--- config.mk ---
export PLATFORM = sky130hd
export DESIGN_NAME = bridge_tx_buffered
export DESIGN_NICKNAME = d
export VERILOG_FILES = /design/src/rtl/bridge_tx_buffered.sv
export SDC_FILE = /design/constraint.sdc
export NUM_CORES = 1
export LEC_CHECK = 0
export BUFFER_PORTS_ARGS = -buffer_cell sky130_fd_sc_hd__buf_2
export CAP_MARGIN = 20
export CORE_MARGIN = 2
export CORE_UTILIZATION = 50
export CTS_CLUSTER_SIZE = 10
export DETAILED_ROUTE_END_ITERATION = 8
export PLACE_DENSITY = 0.69
export REMOVE_ABC_BUFFERS = 1
export SLEW_MARGIN = 5
export SYNTH_ARGS = -nofsm -noshare
export SYNTH_HDL_FRONTEND = slang
export SYNTH_SLANG_ARGS = --single-unit
--- constraint.sdc ---
create_clock -name clk -period 3.41 [get_ports clk]
set_clock_uncertainty 0.2 [all_clocks]
set_input_delay 0.682 -clock clk [delete_from_list [all_inputs] [get_ports clk]]
set_output_delay 0.682 -clock clk [all_outputs]
set_load 0.01 [all_outputs]
--- src/rtl/bridge_tx_buffered.sv ---
// bridge_tx_buffered: queues read-response words in a small FIFO and sends
// each one to uart_tx as an ASCII frame: 'M', the hex digits MSB first,
// then CR LF or just LF.
module bridge_tx_buffered #(
  parameter int DATA_WIDTH = 16,
  parameter int FIFO_DEPTH = 4,
  parameter int CRLF       = 1
) (
  input  logic                  clk,
  input  logic                  rst,
  input  logic [DATA_WIDTH-1:0] data_i,
  input  logic                  rw_i,
  input  logic                  valid_i,
  output logic                  ready_o,
  output logic [7:0]            data_o,
  output logic                  start_o,
  input  logic                  done_i,
  output logic                  busy_o,
  output logic                  overflow_o
);

  localparam int NIB     = DATA_WIDTH / 4;
  localparam int N_BYTES = 1 + NIB + ((CRLF != 0) ? 2 : 1);
  localparam int IDX_W   = $clog2(N_BYTES);
  localparam int PTR_W   = $clog2(FIFO_DEPTH);
  localparam int CNT_W   = PTR_W + 1;

  typedef enum logic [1:0] {S_IDLE, S_SEND, S_WAIT} state_t;

  logic [DATA_WIDTH-1:0] r_mem [FIFO_DEPTH];
  logic [PTR_W-1:0]      r_wr_ptr;
  logic [PTR_W-1:0]      r_rd_ptr;
  logic [CNT_W-1:0]      r_count;
  logic                  r_overflow;
  state_t                r_state;
  state_t                w_state_next;
  logic [IDX_W-1:0]      r_idx;
  logic [DATA_WIDTH-1:0] r_frame;

  logic w_full;
  logic w_empty;
  logic w_push;
  logic w_pop;
  logic w_last;

  // One nibble to its uppercase ASCII hex character.
  function automatic logic [7:0] to_hex(input logic [3:0] n);
    return (n < 4'd10) ? (8'h30 + {4'h0, n}) : (8'h37 + {4'h0, n});
  endfunction

  // Byte at position i of the frame for word w.
  function automatic logic [7:0] frame_byte(input logic [DATA_WIDTH-1:0] w,
                                            input logic [IDX_W-1:0] i);
    if (i == '0)
      return 8'h4D;
    else if (int'(i) <= NIB)
      return to_hex(4'(w >> (4 * (NIB - int'(i)))));
    else if ((CRLF != 0) && (int'(i) == NIB + 1))
      return 8'h0D;
    else
      return 8'h0A;
  endfunction

  assign w_full  = (r_count == CNT_W'(FIFO_DEPTH));
  assign w_empty = (r_count == '0);
  // A pop in the same cycle never frees a slot: ready comes from the count alone.
  assign w_push  = valid_i && rw_i && !w_full;
  assign w_last  = (r_idx == IDX_W'(N_BYTES - 1));

  assign ready_o    = !w_full;
  assign busy_o     = (r_state != S_IDLE) || !w_empty;
  assign overflow_o = r_overflow;

  // FIFO storage: data only, no reset needed.
  always_ff @(posedge clk) begin
    if (w_push) r_mem[r_wr_ptr] <= data_i;
  end

  // FIFO pointers and occupancy; pointers wrap naturally at FIFO_DEPTH.
  always_ff @(posedge clk or posedge rst) begin
    if (rst) begin
      r_wr_ptr <= '0;
      r_rd_ptr <= '0;
      r_count  <= '0;
    end else begin
      if (w_push) r_wr_ptr <= r_wr_ptr + PTR_W'(1);
      if (w_pop)  r_rd_ptr <= r_rd_ptr + PTR_W'(1);
      if (w_push && !w_pop)      r_count <= r_count + CNT_W'(1);
      else if (w_pop && !w_push) r_count <= r_count - CNT_W'(1);
    end
  end

  // Sticky overflow: a read response that found the queue full.
  always_ff @(posedge clk or posedge rst) begin
    if (rst)                            r_overflow <= 1'b0;
    else if (valid_i && rw_i && w_full) r_overflow <= 1'b1;
  end

  // Frame word captured from the FIFO head at each pop.
  always_ff @(posedge clk) begin
    if (w_pop) r_frame <= r_mem[r_rd_ptr];
  end

  // FSM state register and byte index.
  always_ff @(posedge clk or posedge rst) begin
    if (rst) begin
      r_state <= S_IDLE;
      r_idx   <= '0;
    end else begin
      r_state <= w_state_next;
      if (w_pop)
        r_idx <= '0;
      else if ((r_state == S_WAIT) && done_i)
        r_idx <= w_last ? '0 : (r_idx + IDX_W'(1));
    end
  end

  // Next-state logic; done_i only matters in WAIT.
  always_comb begin
    w_state_next = r_state;
    case (r_state)
      S_IDLE: if (!w_empty) w_state_next = S_SEND;
      S_SEND: w_state_next = S_WAIT;
      S_WAIT: begin
        if (done_i) begin
          if (!w_last || !w_empty) w_state_next = S_SEND;
          else                     w_state_next = S_IDLE;
        end
      end
      default: w_state_next = S_IDLE;
    endcase
  end

  // Outputs: start pulse in SEND, byte held through WAIT, pop decisions.
  always_comb begin
    start_o = (r_state == S_SEND);
    data_o  = (r_state == S_IDLE) ? 8'h00 : frame_byte(r_frame, r_idx);
    w_pop   = 1'b0;
    if ((r_state == S_IDLE) && !w_empty)
      w_pop = 1'b1;
    else if ((r_state == S_WAIT) && done_i && w_last && !w_empty)
      w_pop = 1'b1;
  end

endmodule

==> results of run 1 <==
-- worst min-delay path by stage --
| stage | startpoint | endpoint | depth (start not counted) |
|---|---|---|---|
| floorplan | r_count[2] | r_count[2] | 1 |
| global placement | overflow_o | overflow_o | 1 |
| detailed placement | overflow_o | overflow_o | 1 |
| CTS | rst | r_state[0] | 2 |
| global route | rst | r_state[0] | 2 |
| finish | rst | r_state[0] | 2 |
-- stage by stage --
| step | hold WS [ns] | instances | TNS (ns) |
|---|---|---|---|
| 5_1_grt | 0.173 | 371 | -0.0737 |
| 3_5_place_dp | 0.266 | 349 | 0 |
| 4_1_cts | 0.141 | 368 | 0 |
| 2_1_floorplan | 0.275 | 208 | 0 |
| 6_report | 0.140 | 371 | 0 |
| 3_3_place_gp | 0.256 | 349 | 0 |
-- cell usage in the layout (no fill, tap or decap), types with 2 or more instances in the layout --
cell type	count
sky130_fd_sc_hd__a21oi_1	5
sky130_fd_sc_hd__and2_1	4
sky130_fd_sc_hd__buf_2	31
sky130_fd_sc_hd__buf_4	13
sky130_fd_sc_hd__clkbuf_8	9
sky130_fd_sc_hd__clkinvlp_4	2
sky130_fd_sc_hd__dfrtp_1	13
sky130_fd_sc_hd__edfxtp_1	80
sky130_fd_sc_hd__ha_1	10
sky130_fd_sc_hd__ha_4	2
sky130_fd_sc_hd__inv_1	7
sky130_fd_sc_hd__inv_2	3
sky130_fd_sc_hd__inv_6	3
sky130_fd_sc_hd__mux4_2	19
sky130_fd_sc_hd__nand2_1	5
sky130_fd_sc_hd__nand3_1	3
sky130_fd_sc_hd__nand3b_1	5
sky130_fd_sc_hd__nor2_1	11
sky130_fd_sc_hd__nor3_1	2
sky130_fd_sc_hd__nor3b_1	2
sky130_fd_sc_hd__o21ai_0	4
sky130_fd_sc_hd__or2_2	2
sky130_fd_sc_hd__xnor2_1	4
sky130_fd_sc_hd__xor2_1	2
-- per-layer routing --
metal	GRT usage	share of wire	wire length [um]	vias to the layer above
met3	0.0345	0.028	173	6
met1	0.218	0.47	2880	949
li1	-	-	-	931
met5	0	0	0	-
met2	0.255	0.49	2980	34
met4	0.0485	0.012	72	0
-- final cells by class --
class                           instances  area [um^2]  area share
Timing Repair Buffer                   45          264      0.0588
Inverter                               10         37.5     0.00836
Clock buffer                            9          124      0.0276
Multi-Input combinational cell        105         1130       0.251
Tap cell                              102          128      0.0284
Clock inverter                          7         80.1      0.0178
Sequential cell                        93         2730       0.608
-- critical path, delay by kind of cell, from the launching register on --
kind,cells,cell delay (ns)
simple gates,2,0.62
compound gates,1,0.14
buf+inv,3,0.24
flops,1,0.38
mux,1,0.34
fa+ha+maj,2,0.42
-- state kept, by name (all words and copies together), names as in the netlist --
| signal | flops |
|---|---|
| r_rd_ptr | 2 |
| r_mem | 64 |
| r_count | 3 |
| r_state | 2 |
| r_idx | 3 |
| overflow_o | 1 |
| r_frame | 16 |
| r_wr_ptr | 2 |
-- what timing repair did --
item / CTS / global route
setup endpoints to repair: 1 / 1
resized for setup: 10 / 2
pin swaps: 1 / 1
buffers inserted: 3 / 3
hold endpoints to repair: 0 / 0
-- logic make-up (layout without fill, tap and decap cells) --
kind of cell / Yosys count / in the layout / synth area share
XOR/XNOR: 6 / 6 / 0.0135
multiplexers: 22 / 22 / 0.123
AO/OA/AOI/OAI: 20 / 20 / 0.0367
buffers and inverters: 16 / 71 / 0.0190
flip-flops: 93 / 93 / 0.701
other: 1 / 1 / 0.000964
AND/OR/NAND/NOR: 43 / 43 / 0.0618
adder cells (fa/ha/maj): 13 / 13 / 0.0437
-- power groups by stage --
stage	Sequential, uW	Combinational (uW)	Clock [uW]
final	1710	1380	737
after global routing	1740	1530	789
after CTS	1710	1360	749
after detailed placement	1730	1270	0
after global placement	1730	1240	0
after floorplan	1730	880	0
==> results.txt, run 1 <==
The flow ran to the end, and the final reports show no timing, DRC or antenna violations. Of the synthesized area, sequential elements account for 0.701. The share of synthesized area in the top cell type comes to 0.618. The total overflow left after global routing is 0.

The count of nets left with antenna violations once routing finished came out at 0. The largest net degree at the start of global routing is 19. The worst pin sits at a relative slew slack of 0.448. Setup repair after global routing could not meet its margin everywhere. The final core utilization came out at 0.587.

After synthesis, the cell types taking the most area are sky130_fd_sc_hd__edfxtp_1 62%, sky130_fd_sc_hd__mux4_2 10%, sky130_fd_sc_hd__dfrtp_1 8.4%, sky130_fd_sc_hd__ha_1 3.9%, sky130_fd_sc_hd__mux4_1 1.4%. Yosys mapped the design onto 43 distinct sky130hd cell types. In this run the worst setup path terminates at data_o[2]. In this run the critical register-to-register path is launched from r_idx[1]. The via density per instance is 5.18.

Dividing total power by cell area gives a power density of 851 nW/um^2. The final-report setup violation count came out at 0. The worst setup slack before clock tree synthesis is 0.138 ns. The internal power came out at 2600 uW. STA classifies the critical path endpoint as an output pin. The synthesized area is 3890 um^2. The number of antenna diodes in the final layout is 0.

In the synthesized netlist, the cells that appear most often are 80 x sky130_fd_sc_hd__edfxtp_1, 18 x sky130_fd_sc_hd__mux4_2, 13 x sky130_fd_sc_hd__dfrtp_1. Walking the worst path, the cells encountered are inv_2 -> ha_4 -> mux4_2 -> nand3_4 -> ha_4 -> inv_2 -> or4_4 -> o211ai_2 -> buf_2. The share of total power dissipated in combinational logic is 0.361. The first detailed-routing pass took 4 iterations. The initial core utilization came out at 0.509. The final critical-path share of the clock period came out at 0.990. The required time at the endpoint of the critical path is 2.53 ns. The via count of the first global-routing pass came to 1977. The static leakage came out at 0.00162 uW.

The synthesized area per cell came out at 18.2 um^2. The final net count came out at 298. The proportion of synthesized flip-flops having asynchronous set or reset came out at 0.140. The standard-cell row count came out at 32. In the final layout, the share of cells above drive strength 1 is 0.357. The die boundary width is 92.2 um. Summed over all instances, the cell type with the most area after synthesis is sky130_fd_sc_hd__edfxtp_1.

After floorplanning, the core was sized to cover 7650 um^2. The setup slack of the most critical reg-to-reg path came out at 0.77 ns. The number of buffers created by CTS came out at 9. The die covers 8500 um^2. The minimum clock period came out at 3.37 ns. In this run the worst path has a maximum fanout of 4. Among all cell types in the netlist, the one instantiated most often is sky130_fd_sc_hd__edfxtp_1. Hold repair after CTS inserted 0 buffers. The total of buffers placed on input and output ports came out at 31. The number of clock sinks seen by CTS came out at 93. The routed design has 6100 um of wire.

After detailed placement, the total cell area comes to 4200 um^2. For this run, the total global-route usage over all layers was measured as 0.158. The count of cells along the worst register-to-register path came out at 11. The H-tree depth reported by CTS came out at 3. The final non-filler cell area came out at 4490 um^2. On the worst path, the slowest cell contributes a delay of 0.50 ns.

Dividing the detail-routed wire length by the instance count gives 16.5 um. The total number of vias came out at 1920. The final hold violation count is 0. The relative contribution of the clock network to total power came out at 0.193.

For this run, design rule violations remaining after detail routing come to 0. The vertical die dimension came out at 92.2 um. The kind of path behind the tightest hold check is input pin to asynchronous set/reset pin. The number of flops mapped to enable cells by yosys is 80. The slew of the pin with the lowest slew margin is 0.827 ns. The maximum vdd drop is 0.356 mV. The most used flip-flop cell after synthesis is sky130_fd_sc_hd__edfxtp_1. Routability-driven placement finished with a final weighted congestion of 0.716. The number of warnings printed during yosys synthesis is 0. The detailed router's first-iteration violation count is 107.

The number of antenna violations at the first check in global routing came out at 0. Summing internal, switching and leakage power gives 3820 uW. The critical path is of the flop to output pin type. The worst setup margin came out at 0.0351 ns.

The worst setup path is launched from a flop. The relative area change from synthesis to final layout is 15.4%. The tool flagged a number of max-cap violations equal to 0. The latest clock arrival within the worst-skew pair came out at 0.35 ns. The clock root buffer is sky130_fd_sc_hd__clkbuf_8. TritonCTS built the clock tree.

Summed over all nets, the switching power comes to 1220 uW. Synthesis handed over a netlist of 214 instances. The endpoint arrival time on the critical path came out at 2.49 ns. The first global-routing pass estimated 10000 um of wire. The beginning of the critical path is r_idx[0]. The final count of pins violating max slew came out at 0. The net switching share of the total power is 0.319. The synthesized design contains 93 register bits. The share of total power in sequential cells is 0.446. The CTS clock-pin slew for the worst setup and hold paths came out at 0.09 ns. The layout filler cell count is 580.

For this design, the slowest cell found on the critical path is sky130_fd_sc_hd__or4_4. Derived from the worst setup path, the maximum achievable clock frequency is 0.296 GHz. The estimated wirelength of the detail-placed design came out at 3920 um. The endpoint identified for the worst register-to-register timing path is r_count[2]. The number of I/O pins came out at 33. The number of buffers between clock root and the deepest sink is 2.
Note: power is estimated with default switching activity, not from simulation.
==> run 2: changes to the inputs <==
--- a/config.mk
+++ b/config.mk
@@ -13,6 +13,7 @@
 export DETAILED_ROUTE_END_ITERATION = 8
 export PLACE_DENSITY = 0.69
 export REMOVE_ABC_BUFFERS = 1
+export SETUP_SLACK_MARGIN = 0.5
 export SLEW_MARGIN = 5
 export SYNTH_ARGS = -nofsm -noshare
 export SYNTH_HDL_FRONTEND = slang
==> run 2 against run 1 <==
Net effect: first-iteration DRC count is 12% lower; critical path depth is 2 lower; via count grew 2.7%; final cell count grew 0.81%; combinational power rose by 10%; sequential share of layout area shrank 0.97 points; sequential power about the same; core utilization grew 0.98 points; total power rose by 3.7%; setup slack gained 0.10 ns; largest power group unchanged; die area is the same.
==> results.txt, run 2 (same netlist as run 1, synthesis figures left out) <==
Outcome: complete, no violations (unchanged). The final routed wire length divided by cell count came out at 16.9 um (was 16.5 um). The register containing the most flip-flops in the final layout is r_mem (unchanged). The total congestion overflow is 0 (unchanged). The total number of vias is 1972 (was 1920). The die boundary width was 92.2 um (unchanged). The kind of capture point of the worst setup path was an output pin (unchanged). The number of hold buffers added after CTS is 0 (unchanged).

The flip-flop count of the largest register after layout is 64 (unchanged). The estimated wirelength of the detail-placed design came out at 3920 um (unchanged). The final-report setup violation count is 0 (unchanged).

Commonest non-fill, non-tap cells in the layout: 80 x sky130_fd_sc_hd__edfxtp_1, 31 x sky130_fd_sc_hd__buf_2, 19 x sky130_fd_sc_hd__mux4_2, 16 x sky130_fd_sc_hd__buf_4, 12 x sky130_fd_sc_hd__dfrtp_1 (was 80 x sky130_fd_sc_hd__edfxtp_1, 31 x sky130_fd_sc_hd__buf_2, 19 x sky130_fd_sc_hd__mux4_2, 13 x sky130_fd_sc_hd__dfrtp_1, 13 x sky130_fd_sc_hd__buf_4). The vertical die dimension came out at 92.2 um (unchanged). The initial core utilization came out at 0.509 (unchanged). The number of buffers between clock root and the deepest sink is 2 (unchanged).

The CTS clock-pin slew for the worst setup and hold paths was 0.09 ns (about the same). The core area is 7650 um^2 (unchanged). The required time at the endpoint of the critical path came to 2.53 ns (about the same). Largest registers: r_mem x64, r_frame x16 (unchanged). The sum of internal, switching and leakage power is 3960 uW (was 3820 uW). The DRC violation count after routing came to 0 (unchanged). The number of I/O pins came to 33 (unchanged).

The final core utilization came out at 0.597 (was 0.587). The highest clock rate is 0.305 GHz (was 0.296 GHz). The commonest non-fill, non-tap cell in the layout is sky130_fd_sc_hd__edfxtp_1 (unchanged).

The global-route wire length before repair is 10300 um (was 10000 um). The layout filler cell count came out at 572 (was 580). The global placement routability congestion came out at 0.716 (unchanged). The launching point of the worst reg2reg path is r_idx[0] (was r_idx[1]).

The number of diodes came out at 0 (unchanged). The cell count after placement is 349 (unchanged). The power density normalized to cell area is 868 nW/um^2 (was 851 nW/um^2). The combined flip-flop and latch cell area is 2730 um^2 (about the same).

The relative area change from synthesis to final layout is 17.3% (was 15.4%). The minimum clock period came out at 3.27 ns (was 3.37 ns). The largest net degree at the start of global routing is 19 (unchanged). The critical register-to-register path endpoint is r_count[2] (unchanged). The count of cells along the worst register-to-register path was 12 (was 11). The kind of path behind the tightest hold check is input pin to asynchronous set/reset pin (unchanged).

The endpoint arrival time on the critical path came to 2.39 ns (was 2.49 ns). RSZ-0062 raised after global routing: true (unchanged). The nature of the critical path startpoint is a flop (unchanged). The number of optimization iterations in the first detailed-route pass came out at 4 (unchanged).

The share of layout cells above drive strength 1 is 0.386 (was 0.357). The final count of pins violating max slew came out at 0 (unchanged). The overall track demand over capacity in global routing came out at 0.162 (was 0.158). The maximum vdd drop came out at 0.357 mV (was 0.356 mV). The number of clock sinks seen by CTS was 93 (unchanged).

The final hold violation count is 0 (unchanged). The max-capacitance violation count came to 0 (unchanged). The number of buffers created by CTS came out at 9 (unchanged). The via density per instance is 5.27 (was 5.18). The latest clock arrival within the worst-skew pair came out at 0.35 ns (about the same). The standard-cell row count was 32 (unchanged).

The final net count came out at 301 (was 298). The critical setup path kind is flop to output pin (unchanged). The setup slack of the most critical reg-to-reg path is 0.85 ns (was 0.77 ns). The TritonCTS clock tree was done (unchanged).

The slew of the pin with the lowest slew margin came out at 0.830 ns (was 0.827 ns). The number of antenna violations at the first check in global routing is 0 (unchanged). The area of the multi-input gates is 1180 um^2 (was 1130 um^2). The area enclosed by the die boundary came to 8500 um^2 (unchanged). The clock root buffer was sky130_fd_sc_hd__clkbuf_8 (unchanged).

The H-tree depth reported by CTS was 3 (unchanged). The final critical-path share of the clock period is 0.960 (was 0.990). The static leakage came to 0.00164 uW (was 0.00162 uW). The total of buffers placed on input and output ports came out at 31 (unchanged). The number of non-filler instances in the completed layout is 374 (was 371). The via count of the first global-routing pass came out at 2023 (was 1977). The detailed router's first-iteration violation count is 94 (was 107). The wire length reported by the detailed router came out at 6310 um (was 6100 um).

The tightest slew margin relative to the limit came to 0.447 (was 0.448). The antenna violation net count after detailed routing is 0 (unchanged). The accumulated negative setup slack is 0 ns (unchanged). The highest fanout seen on the critical path is 4 (unchanged).
## run 2: worst max path at each step
stage / cells after the start / slack (ns) / end / start
after floorplan: 8 / 0.21 / data_o[2] / r_idx[0]
after global placement: 9 / 0.23 / data_o[2] / r_idx[1]
after detailed placement: 9 / 0.14 / data_o[2] / r_idx[1]
after CTS: 7 / 0.09 / data_o[2] / r_idx[0]
after global routing: 9 / 0.04 / data_o[2] / r_idx[0]
final: 7 / 0.14 / data_o[2] / r_idx[1]
## run 2: stage by stage
| stage | setup slack (ns) | area (um^2) | hold WS, ns |
|---|---|---|---|
| 3_5_place_dp | 0.138 | 4200 | 0.266 |
| 3_3_place_gp | 0.232 | 4200 | 0.256 |
| 2_1_floorplan | 0.214 | 3850 | 0.275 |
| 6_report | 0.137 | 4560 | 0.141 |
| 4_1_cts | 0.0940 | 4500 | 0.141 |
| 5_1_grt | 0.0380 | 4560 | 0.173 |
## run 2: what timing repair did
item                       in CTS  in global routing
setup endpoints to repair       7                  8
gates resized for setup        14                  9
cloned                          0                  0
setup buffers                   7                  2
pin swaps                       7                  7
## run 2: routing by layer
metal	part of all wire	global-route usage	wire, um	vias up
met4	0.0073	0.0485	46	0
met2	0.50	0.268	3190	36
met5	0	0	0	-
li1	-	-	-	942
met1	0.46	0.220	2880	988
met3	0.031	0.0345	198	6
## run 2: worst max-delay path, cell delays in order, from the launching register on
cell	delay [ns]
sky130_fd_sc_hd__dfrtp_1	0.38
sky130_fd_sc_hd__inv_2	0.06
sky130_fd_sc_hd__ha_4	0.28
sky130_fd_sc_hd__mux4_2	0.32
sky130_fd_sc_hd__and3_4	0.20
sky130_fd_sc_hd__or4_4	0.50
sky130_fd_sc_hd__o211ai_2	0.15
sky130_fd_sc_hd__buf_2	0.15
## run 2: where the power goes
part / switching (uW) / internal [uW]
sequential: 149 / 1560
combinational: 751 / 766
clock: 388 / 348
## run 2: layout make-up
cell class | count | share of cell area
flip-flops and latches | 93 | 0.598
well taps | 102 | 0.0280
multi-input cells | 105 | 0.258
clock buffers | 9 | 0.0271
inverters | 10 | 0.00823
repair buffers | 48 | 0.0628
clock inverters | 7 | 0.0175
